### src/rtl/keypress_pkg.sv
// Shared keycodes, command encodings, repeat FSM states and keycode decoder
// for the keypress_queue front-end.
package keypress_pkg;

  localparam logic [7:0] KEY_UP      = 8'h1D;
  localparam logic [7:0] KEY_LEFT    = 8'h1C;
  localparam logic [7:0] KEY_DOWN    = 8'h1B;
  localparam logic [7:0] KEY_RIGHT   = 8'h23;
  localparam logic [7:0] KEY_ACTION  = 8'h2C;
  localparam logic [7:0] KEY_CONFIRM = 8'h28;

  typedef enum logic [2:0] {
    CMD_NONE    = 3'b000,
    CMD_UP      = 3'b001,
    CMD_LEFT    = 3'b010,
    CMD_CONFIRM = 3'b011,
    CMD_DOWN    = 3'b100,
    CMD_RIGHT   = 3'b101,
    CMD_ACTION  = 3'b110
  } cmd_t;

  typedef enum logic [1:0] {
    IDLE   = 2'd0,
    DELAY  = 2'd1,
    REPEAT = 2'd2
  } repeat_state_t;

  // Unmapped codes (including 0 = no key) decode to CMD_NONE.
  function automatic cmd_t decode_key(input logic [7:0] code);
    cmd_t cmd;
    case (code)
      KEY_UP:      cmd = CMD_UP;
      KEY_LEFT:    cmd = CMD_LEFT;
      KEY_DOWN:    cmd = CMD_DOWN;
      KEY_RIGHT:   cmd = CMD_RIGHT;
      KEY_ACTION:  cmd = CMD_ACTION;
      KEY_CONFIRM: cmd = CMD_CONFIRM;
      default:     cmd = CMD_NONE;
    endcase
    return cmd;
  endfunction

endpackage

### src/rtl/cmd_fifo.sv
// Synchronous command FIFO with power-of-two depth; owns pointer wrap and the
// simultaneous push/pop rules (push accepted when full only alongside a pop).
module cmd_fifo #(
  parameter int unsigned DEPTH = 4,
  parameter int unsigned CMD_W = 3
) (
  input  logic                     clk,
  input  logic                     rst,
  input  logic                     push,
  input  logic                     pop,
  input  logic [CMD_W-1:0]         din,
  output logic [CMD_W-1:0]         dout,
  output logic [$clog2(DEPTH):0]   count,
  output logic                     full,
  output logic                     empty
);

  localparam int unsigned PTR_W = $clog2(DEPTH);
  localparam int unsigned CNT_W = PTR_W + 1;

  logic [CMD_W-1:0] mem [DEPTH];
  logic [PTR_W-1:0] wr_ptr;
  logic [PTR_W-1:0] rd_ptr;
  logic             do_push;
  logic             do_pop;

  assign empty   = (count == '0);
  assign full    = (count == CNT_W'(DEPTH));
  assign do_pop  = pop && !empty;
  assign do_push = push && (!full || do_pop);

  // Pointers wrap naturally because DEPTH is a power of two.
  always_ff @(posedge clk or posedge rst) begin
    if (rst) begin
      wr_ptr <= '0;
      rd_ptr <= '0;
      count  <= '0;
    end else begin
      if (do_push) wr_ptr <= wr_ptr + PTR_W'(1);
      if (do_pop)  rd_ptr <= rd_ptr + PTR_W'(1);
      case ({do_push, do_pop})
        2'b10:   count <= count + CNT_W'(1);
        2'b01:   count <= count - CNT_W'(1);
        default: count <= count;
      endcase
    end
  end

  always_ff @(posedge clk) begin
    if (do_push) mem[wr_ptr] <= din;
  end

  assign dout = empty ? '0 : mem[rd_ptr];

endmodule

### src/rtl/keypress_queue.sv
// Keyboard command front-end: press edge detect, keycode decode and command FIFO.
// Define KEYPRESS_REPEAT_EN to compile in the auto-repeat FSM for held keys.
module keypress_queue
  import keypress_pkg::*;
#(
  parameter int unsigned KEYCODE_W     = 8,
  parameter int unsigned CMD_W         = 3,
  parameter int unsigned DEPTH         = 4,
  parameter int unsigned REPEAT_DELAY  = 25_000_000,
  parameter int unsigned REPEAT_PERIOD = 5_000_000
) (
  input  logic                   CLOCK_50,
  input  logic                   RESET,
  input  logic [KEYCODE_W-1:0]   KEYCODE,
  input  logic                   GET_INPUT,
  output logic [CMD_W-1:0]       USER_INPUT,
  output logic                   INPUT_VALID,
  output logic [$clog2(DEPTH):0] COUNT,
  output logic                   OVERFLOW
);

  localparam int unsigned KW = (KEYCODE_W > 8) ? KEYCODE_W : 8;

  if (DEPTH < 2 || (DEPTH & (DEPTH - 1)) != 0 ||
      REPEAT_DELAY < 1 || REPEAT_PERIOD < 1) begin : g_bad_cfg
    $error("keypress_queue: invalid parameter set");
  end

  logic [KEYCODE_W-1:0] key_q;
  logic [KW-1:0]        key_ext;
  cmd_t                 key_cmd;
  logic                 key_changed;
  logic                 press;
  logic                 push;
  logic [CMD_W-1:0]     push_cmd;
  logic                 full;
  logic                 empty;

  // Codes wider than 8 bits only decode when the upper bits are zero.
  assign key_ext     = KW'(KEYCODE);
  assign key_cmd     = ((key_ext >> 8) == '0) ? decode_key(key_ext[7:0]) : CMD_NONE;
  assign key_changed = (KEYCODE != key_q);
  assign press       = (key_cmd != CMD_NONE) && key_changed;
  assign push_cmd    = CMD_W'(key_cmd);

  always_ff @(posedge CLOCK_50 or posedge RESET) begin
    if (RESET) key_q <= '0;
    else       key_q <= KEYCODE;
  end

`ifdef KEYPRESS_REPEAT_EN
  localparam int unsigned RPT_MAX = (REPEAT_DELAY > REPEAT_PERIOD) ? REPEAT_DELAY : REPEAT_PERIOD;
  localparam int unsigned RPT_W   = (RPT_MAX > 1) ? $clog2(RPT_MAX) : 1;

  repeat_state_t    rpt_state;
  repeat_state_t    rpt_next;
  logic [RPT_W-1:0] rpt_cnt;
  logic [RPT_W-1:0] rpt_cnt_next;
  logic             rpt_push;

  always_ff @(posedge CLOCK_50 or posedge RESET) begin
    if (RESET) begin
      rpt_state <= IDLE;
      rpt_cnt   <= '0;
    end else begin
      rpt_state <= rpt_next;
      rpt_cnt   <= rpt_cnt_next;
    end
  end

  // A fresh press restarts the delay; any change or release drops to IDLE.
  always_comb begin
    rpt_next     = rpt_state;
    rpt_cnt_next = rpt_cnt;
    rpt_push     = 1'b0;
    if (press) begin
      rpt_next     = DELAY;
      rpt_cnt_next = '0;
    end else if (key_changed || key_cmd == CMD_NONE) begin
      rpt_next     = IDLE;
      rpt_cnt_next = '0;
    end else begin
      case (rpt_state)
        DELAY: begin
          if (rpt_cnt == RPT_W'(REPEAT_DELAY - 1)) begin
            rpt_push     = 1'b1;
            rpt_next     = REPEAT;
            rpt_cnt_next = '0;
          end else begin
            rpt_cnt_next = rpt_cnt + RPT_W'(1);
          end
        end
        REPEAT: begin
          if (rpt_cnt == RPT_W'(REPEAT_PERIOD - 1)) begin
            rpt_push     = 1'b1;
            rpt_cnt_next = '0;
          end else begin
            rpt_cnt_next = rpt_cnt + RPT_W'(1);
          end
        end
        default: begin
          rpt_next     = IDLE;
          rpt_cnt_next = '0;
        end
      endcase
    end
  end

  assign push = press || rpt_push;
`else
  assign push = press;
`endif

  cmd_fifo #(
    .DEPTH (DEPTH),
    .CMD_W (CMD_W)
  ) u_fifo (
    .clk   (CLOCK_50),
    .rst   (RESET),
    .push  (push),
    .pop   (GET_INPUT),
    .din   (push_cmd),
    .dout  (USER_INPUT),
    .count (COUNT),
    .full  (full),
    .empty (empty)
  );

  assign INPUT_VALID = !empty;

  // Sticky: a push dropped because the queue is full with no pop freeing a slot.
  always_ff @(posedge CLOCK_50 or posedge RESET) begin
    if (RESET)                          OVERFLOW <= 1'b0;
    else if (push && full && !GET_INPUT) OVERFLOW <= 1'b1;
  end

endmodule

### config.mk
export PLATFORM = sky130hd
export DESIGN_NAME = keypress_queue
export DESIGN_NICKNAME = d
export VERILOG_FILES = /design/src/rtl/keypress_pkg.sv /design/src/rtl/cmd_fifo.sv /design/src/rtl/keypress_queue.sv
export SDC_FILE = /design/constraint.sdc
export NUM_CORES = 1
export LEC_CHECK = 0
export BUFFER_PORTS_ARGS = -buffer_cell sky130_fd_sc_hd__buf_4
export CELL_PAD_IN_SITES_DETAIL_PLACEMENT = 0
export CELL_PAD_IN_SITES_GLOBAL_PLACEMENT = 1
export CORE_MARGIN = 2
export CORE_UTILIZATION = 45
export DETAILED_ROUTE_END_ITERATION = 8
export GPL_TIMING_DRIVEN = 0
export PLACE_DENSITY_LB_ADDON = 0.1
export SLEW_MARGIN = 40
export SYNTH_ARGS = -nofsm -noshare
export SYNTH_HDL_FRONTEND = slang
export SYNTH_SLANG_ARGS = --single-unit
### constraint.sdc
create_clock -name CLOCK_50 -period 2.79 [get_ports CLOCK_50]
set_clock_uncertainty 0.1 [all_clocks]
set_input_delay 0.1395 -clock CLOCK_50 [delete_from_list [all_inputs] [get_ports CLOCK_50]]
set_output_delay 0.1395 -clock CLOCK_50 [all_outputs]
set_load 0.01 [all_outputs]
### Word-level counts from Yosys, hierarchy flattened

Memory sizes are Yosys's and may differ from the RTL's.
Cells that the tools add are included.

| cells by class | value |
|---|---|
| multiplexer cells | 5 |
| reduce and logical (&&, ||, !) cells | 12 |
| $add $sub $neg | 4 |
| equality and inequality tests | 10 |

Operators by type and width:

| kind | number |
|---|---|
| 8-bit by 5-bit equality test with 1-bit output, second input constant | 3 |
| 8-bit by 6-bit equality test with 1-bit output, second input constant | 3 |
| 3-bit one-hot mux with 6 select lines | 1 |
| 8-bit != test | 1 |
| 3-bit one-hot mux with 2 select lines | 1 |
| 1-bit logical AND | 5 |
| 2-bit by 1-bit adder with 2-bit output, second input constant | 2 |
| 3-bit by 1-bit adder with 3-bit output, second input constant | 1 |
| 3-bit equality test, second input constant | 1 |
| 1-bit logical NOT | 3 |
| 3-bit logical NOT | 1 |
| 3-bit 2-to-1 mux | 1 |
| 3-bit nonzero test | 1 |
| 3-bit by 1-bit subtractor with 3-bit output, second input constant | 1 |
| 2-bit by 1-bit equality test with 1-bit output, second input constant | 1 |
| 2-bit equality test, second input constant | 1 |
| 1-bit 2-to-1 mux | 2 |
| 2-bit nonzero test | 1 |
| 1-bit logical OR | 1 |

| storage, ports and cells | value |
|---|---|
| bits of input ports | 11 |
| word-level logic and storage cells | 37 |
| output and inout port bits | 8 |
| memory bits (writable) | 12 |
| register bits | 16 |
| memories | 1 |

Memory list:

| name | depth | bits a word | rd ports | clocked after Yosys merged registers in | write ports | RTL line | text |
|---|---|---|---|---|---|---|---|
| u_fifo.mem | 4 | 3 | 1 | 0 | 1 | cmd_fifo.sv:21 | `logic [CMD_W-1:0] mem [DEPTH];` |

### Logic depth before layout (Yosys ltp)

| depth | value |
|---|---|
| depth after elaboration | 7 |
| depth in mapped cells | 9 |
| gate-level depth less buffers | 8 |

### Modules after synthesis

From an unflattened synthesis, not the netlist that was laid out.

| unflattened totals | value |
|---|---|
| cells, all modules | 118 |
| area, all modules | 1,473.9 um^2 |

By module, submodules not included:

| module | times used | area an instance (um^2) | cells each | sequential area each (um^2) |
|---|---|---|---|---|
| cmd_fifo | 1 | 975.9 | 74 | 535.5 |
| keypress_queue | 1 | 498.0 | 44 | 225.2 |

### Least setup slack after synthesis

Ideal clock, no wire load.

| path | value |
|---|---|
| path kind | input-to-reg |
| start | input KEYCODE[0] |
| end | register u_fifo.count[2] |
| arrival | 2,083 ps |
| stages | 9 |
| setup time | 80 ps |
| path buffers | 1 |
| data required time | 2,610 ps |
| path slack | 527 ps |
| cells stage by stage | clkbuf_1 > or3b_2 > a21oi_2 > a2bb2oi_2 > nor2_1 > fa_1 > and3_1 > mux2i_1 > xnor2_1 |

| between the ends | value |
|---|---|
| cells in the longest elaborated chain, start to end | 7 |
| elaborated cells on any way between the ends | 15 |
| those cells by class | eq/ne (9); mux (2); reduce/logical (4) |

Ends and longest elaborated chain:

| element | RTL line | text |
|---|---|---|
| start: declaration | keypress_queue.sv:14 | `input logic [KEYCODE_W-1:0] KEYCODE,` |
| 8-bit by 6-bit equality test with 1-bit output / 8-bit by 5-bit equality test with 1-bit output (equally long branches) | keypress_pkg.sv:31 | `case (code)` |
| 3-bit one-hot mux with 6 select lines | keypress_pkg.sv:31 |  |
| 3-bit nonzero test | keypress_queue.sv:43 | `assign press = (key_cmd != CMD_NONE) && key_changed;` |
| 1-bit logical AND (*) | keypress_queue.sv:43 |  |
| 1-bit logical AND (*) | cmd_fifo.sv:30 | `assign do_push = push && (!full \|\| do_pop);` |
| 2-bit by 1-bit equality test with 1-bit output / 2-bit equality test (equally long branches) | cmd_fifo.sv:41 | `case ({do_push, do_pop})` |
| 3-bit one-hot mux with 2 select lines / 2-bit nonzero test (equally long branches) | n/a |  |
| end signal: assignment | cmd_fifo.sv:42 | `2'b10: count <= count + CNT_W'(1);` |
| end signal: assignment | cmd_fifo.sv:43 | `2'b01: count <= count - CNT_W'(1);` |
| end signal: assignment | cmd_fifo.sv:44 | `default: count <= count;` |
| end: declaration | cmd_fifo.sv:13 | `output logic [$clog2(DEPTH):0] count,` |

Mark *: on every way between the ends. The rest lies on a longest branch, timed or not.
A chain may end at the register's enable or synchronous reset.

### Worst setup path after layout

| path | value |
|---|---|
| start | input KEYCODE[4] |
| end | register u_fifo.count[2] |

Same word-level chain as after synthesis.

==> metrics <==
status=finished clean; Power Dens Cells=just under 700 nW/µm²; largest net degree at the start of global routing=17; IO Pins=19; crit path buf inv count=2; routability congestion estimate=0.718; port bufs=18; Die H=59 µm; pre-CTS setup slack=around 0.14 ns; Total GRT Usage=16.2%; share of the synthesized area in the top cell type=29.4%; RSZ-0062 raised after global routing=false; Post-synth top flop=dfrtp_1; Rows=19; fin crit share=about 93%; Seq pwr share=approximately 48%; met3 usage=1.97%; # clock sinks=28; maximum clock rate=385 MHz; CP max stage delay=~0.54 ns; Area Overhead vs Synth=23.8%; CTS Buffer Depth=2; diodes inserted=0; CTS tree=yes; Initial Utilization=48.5%; Hold Fails Final Rpt=0; Max stage delay cell, worst path=dlygate4sd3_1; met1 Use GR=between 20% and 30%; Yosys warnings=0; asr flop ratio synth=a little under three fifths; antenna violations before repair=0; worst vdd ir=0.334 mV; setup_tns=0 ns; 1st-pass router iterations=4; arrival time worst endpoint=2.75 ns; Post-DRT Antenna Nets=0; minimum clock period=2.60 ns; Worst path top cell family by delay=buffers and inverters; Netlist cell types=35; met2 usage=25.2%; total of max-cap violations=0; Rel. slew slack=59.4%; die area=between 3000 and 4000 µm²; Tightest Pin Transition=0.609 ns; first-iteration detailed-routing DRC count=54; Crit Path Max Fanout=8; switching share of power=32.1%; CP Launch Type=input pin; Syn Nets=~120; drt total wl=between 2 and 2.5 mm; Clk pwr share=14.6%; total internal power=a little under 0.0008 W; cell chain of the critical path=dlygate4sd3_1 > buf_4 > or3b_1 > a211oi_1 > a2bb2oi_4 > nor2_1 > fa_1 > and3_1 > mux2i_1 > xnor2_1; final setup fails=0; width of the die=59 µm; crit end category=flop; DRC viols=0; Post-Synthesis Cells=about 110; Yosys top cell by area=dfrtp_1; first-pass GRT wire length=4.22 mm; H-tree depth=1; drt wl/cell=13.8 µm; vias in the first global route=891; Clock Latency Late Sink=0.32 ns; core area=2810 µm²; Finished Layout Cells=170; Seq/Total Area, Yosys=55.9%; number of synthesized flops with an enable pin=12; Syn Area/Cell=~13 µm²; min-delay worst type=in -> reg; detailed placement HPWL=1.73 mm; routed vias=slightly above 900; TritonCTS buffer count=3; Synth area leaders=dfrtp_1 29%, edfxtp_1 26%, xor2_1 5.8%, mux4_2 5.0%, ha_1 3.7%; Required @ worst endpoint=slightly below 3 ns; setup ws final=~0.19 ns; NetSw=0.000376 W; combinational group share of total power=37.7%; synthesized area=around 1400 µm²; Congestion Overflow GR=0; Slew Limit Fails=0; layout cells sized above 1=22.3%; Seq cells post-synth=28; Via density=5.34; Clk pin slew, worst setup/hold paths=approximately 0.15 ns; Placed Cells=around 150; global route hottest layer=met2; WS Path Type=in -> reg; root buffer cell=clkbuf_4; Leakage=about 0.70 nW; Final #Nets=approximately 160
==> kinds of logic after synthesis <==
family                     after synthesis  synth area share [%]
adders and majority gates                5                  5.15
AOI/OAI and AO/OA                       10                  5.51
muxes                                    6                  7.26
DFF                                     28                  55.9
and+or+nand+nor                         36                  15.9
buffers and inverters                    7                  1.93
xor gates and xnor gates                13                  8.36
==> cell type report <==
| class | count | area (µm²) |
|---|---|---|
| Buffer | 4 | 15.0 |
| Clock buffer | 4 | 26.3 |
| Fill cell | 240 | 1120 |
| Inverter | 3 | 11.3 |
| Multi-Input combinational cell | 70 | 586 |
| Sequential cell | 28 | 761 |
| Tap cell | 31 | 38.8 |
| Timing Repair Buffer | 30 | 248 |
==> layout by cell type (no fill, tap or decap) <==
| cell type | count |
|---|---|
| nor4_1 | 2 |
| o31ai_1 | 1 |
| or4b_1 | 1 |
| nor2_1 | 6 |
| mux4_2 | 3 |
| buf_4 | 21 |
| clkbuf_1 | 5 |
| a2bb2oi_4 | 1 |
| nand3b_1 | 2 |
| edfxtp_1 | 12 |
| a211oi_1 | 2 |
| or3b_1 | 1 |
| dfrtp_1 | 16 |
| a21oi_1 | 2 |
| or3_1 | 2 |
| o22ai_1 | 1 |
| nor4b_1 | 1 |
| o21ai_1 | 1 |
| nand3_1 | 2 |
| and2_1 | 4 |
| ha_1 | 4 |
| mux2i_1 | 2 |
| or2b_1 | 1 |
| xnor2_1 | 4 |
| mux2_1 | 1 |
| a21oi_2 | 1 |
| inv_1 | 3 |
| or2_1 | 1 |
| nor3_1 | 1 |
| nand2_1 | 5 |
| clkbuf_4 | 3 |
| dlygate4sd3_1 | 9 |
| fa_1 | 1 |
| and3_1 | 5 |
| xor2_1 | 9 |
| or4b_4 | 1 |
| a21o_1 | 1 |
| or3b_2 | 1 |
==> layer usage <==
metal | vias up | routed length [µm]
met5 | - | 0
met4 | 0 | 24
met3 | 2 | 67
met2 | 18 | 1140
met1 | 442 | 1110
li1 | 445 | -
==> worst paths after layout <==
kind	startpoint	to	slack (ns)	depth (start not counted)
max in group asynchronous	RESET	u_fifo.wr_ptr[0]$_DFFE_PP0P_	1.87	3
worst max register to register	u_fifo.count[1]$_DFFE_PP0P_	u_fifo.count[2]$_DFFE_PP0P_	0.51	8
worst min-delay path	GET_INPUT	u_fifo.rd_ptr[1]$_DFFE_PP0P_	0.02	3
min in group asynchronous	RESET	OVERFLOW$_DFFE_PP0P_	0.33	3
worst max-delay path	KEYCODE[4]	u_fifo.count[2]$_DFFE_PP0P_	0.19	10
worst min register to register	OVERFLOW$_DFFE_PP0P_	OVERFLOW$_DFFE_PP0P_	0.38	1
==> worst min-delay path: stages <==
cell     delay [ns]
buf_4          0.12
nand3_1        0.09
xnor2_1        0.07
==> what timing repair did <==
action                     4_1_cts  5_1_grt
resized for setup                0        1
hold buffers                     9        0
setup endpoints to repair        0        2
setup buffers                    0        3
hold endpoints to repair        24        0
==> cell usage after synthesis (2+ instances only) <==
cell type / instances
a21oi_1: 2
edfxtp_1: 12
nor2_1: 6
xor2_1: 9
clkbuf_1: 4
dfrtp_1: 16
mux4_2: 3
ha_1: 4
and2_1: 4
and3_1: 5
or3_1: 2
xnor2_1: 4
nand3_1: 2
a211oi_1: 2
nor4_1: 2
inv_1: 3
mux2i_1: 2
nand3b_1: 2
nand2_1: 5
==> metrics by stage <==
step / instance area (µm²) / hold WS [ns] / util (%) / power [W]
2_1_floorplan: 1360 / -0.0468 / - / 0.000837
3_3_place_gp: 1540 / 0.140 / 54.7 / 0.000993
3_5_place_dp: 1540 / 0.157 / 54.7 / 0.00101
4_1_cts: 1650 / 0.0144 / 58.9 / 0.00119
5_1_grt: 1690 / 0.0437 / 60.1 / 0.00126
6_report: 1690 / 0.0218 / 60.1 / 0.00117
==> power by group through the flow <==
stage,Combinational (W),Sequential (W),Clock [W]
2_1_floorplan,0.000269,0.000567,0
3_3_place_gp,0.000429,0.000565,0
3_5_place_dp,0.000436,0.000571,0
4_1_cts,0.000447,0.000562,0.000178
5_1_grt,0.000502,0.000573,0.000188
6_report,0.000441,0.000559,0.000171
==> registers in the layout (all words and copies together), names as in the netlist <==
register       count
u_fifo.mem        12
key_q              8
u_fifo.count       3
u_fifo.rd_ptr      2
u_fifo.wr_ptr      2
OVERFLOW           1
Power figures use the tool's default switching activity.
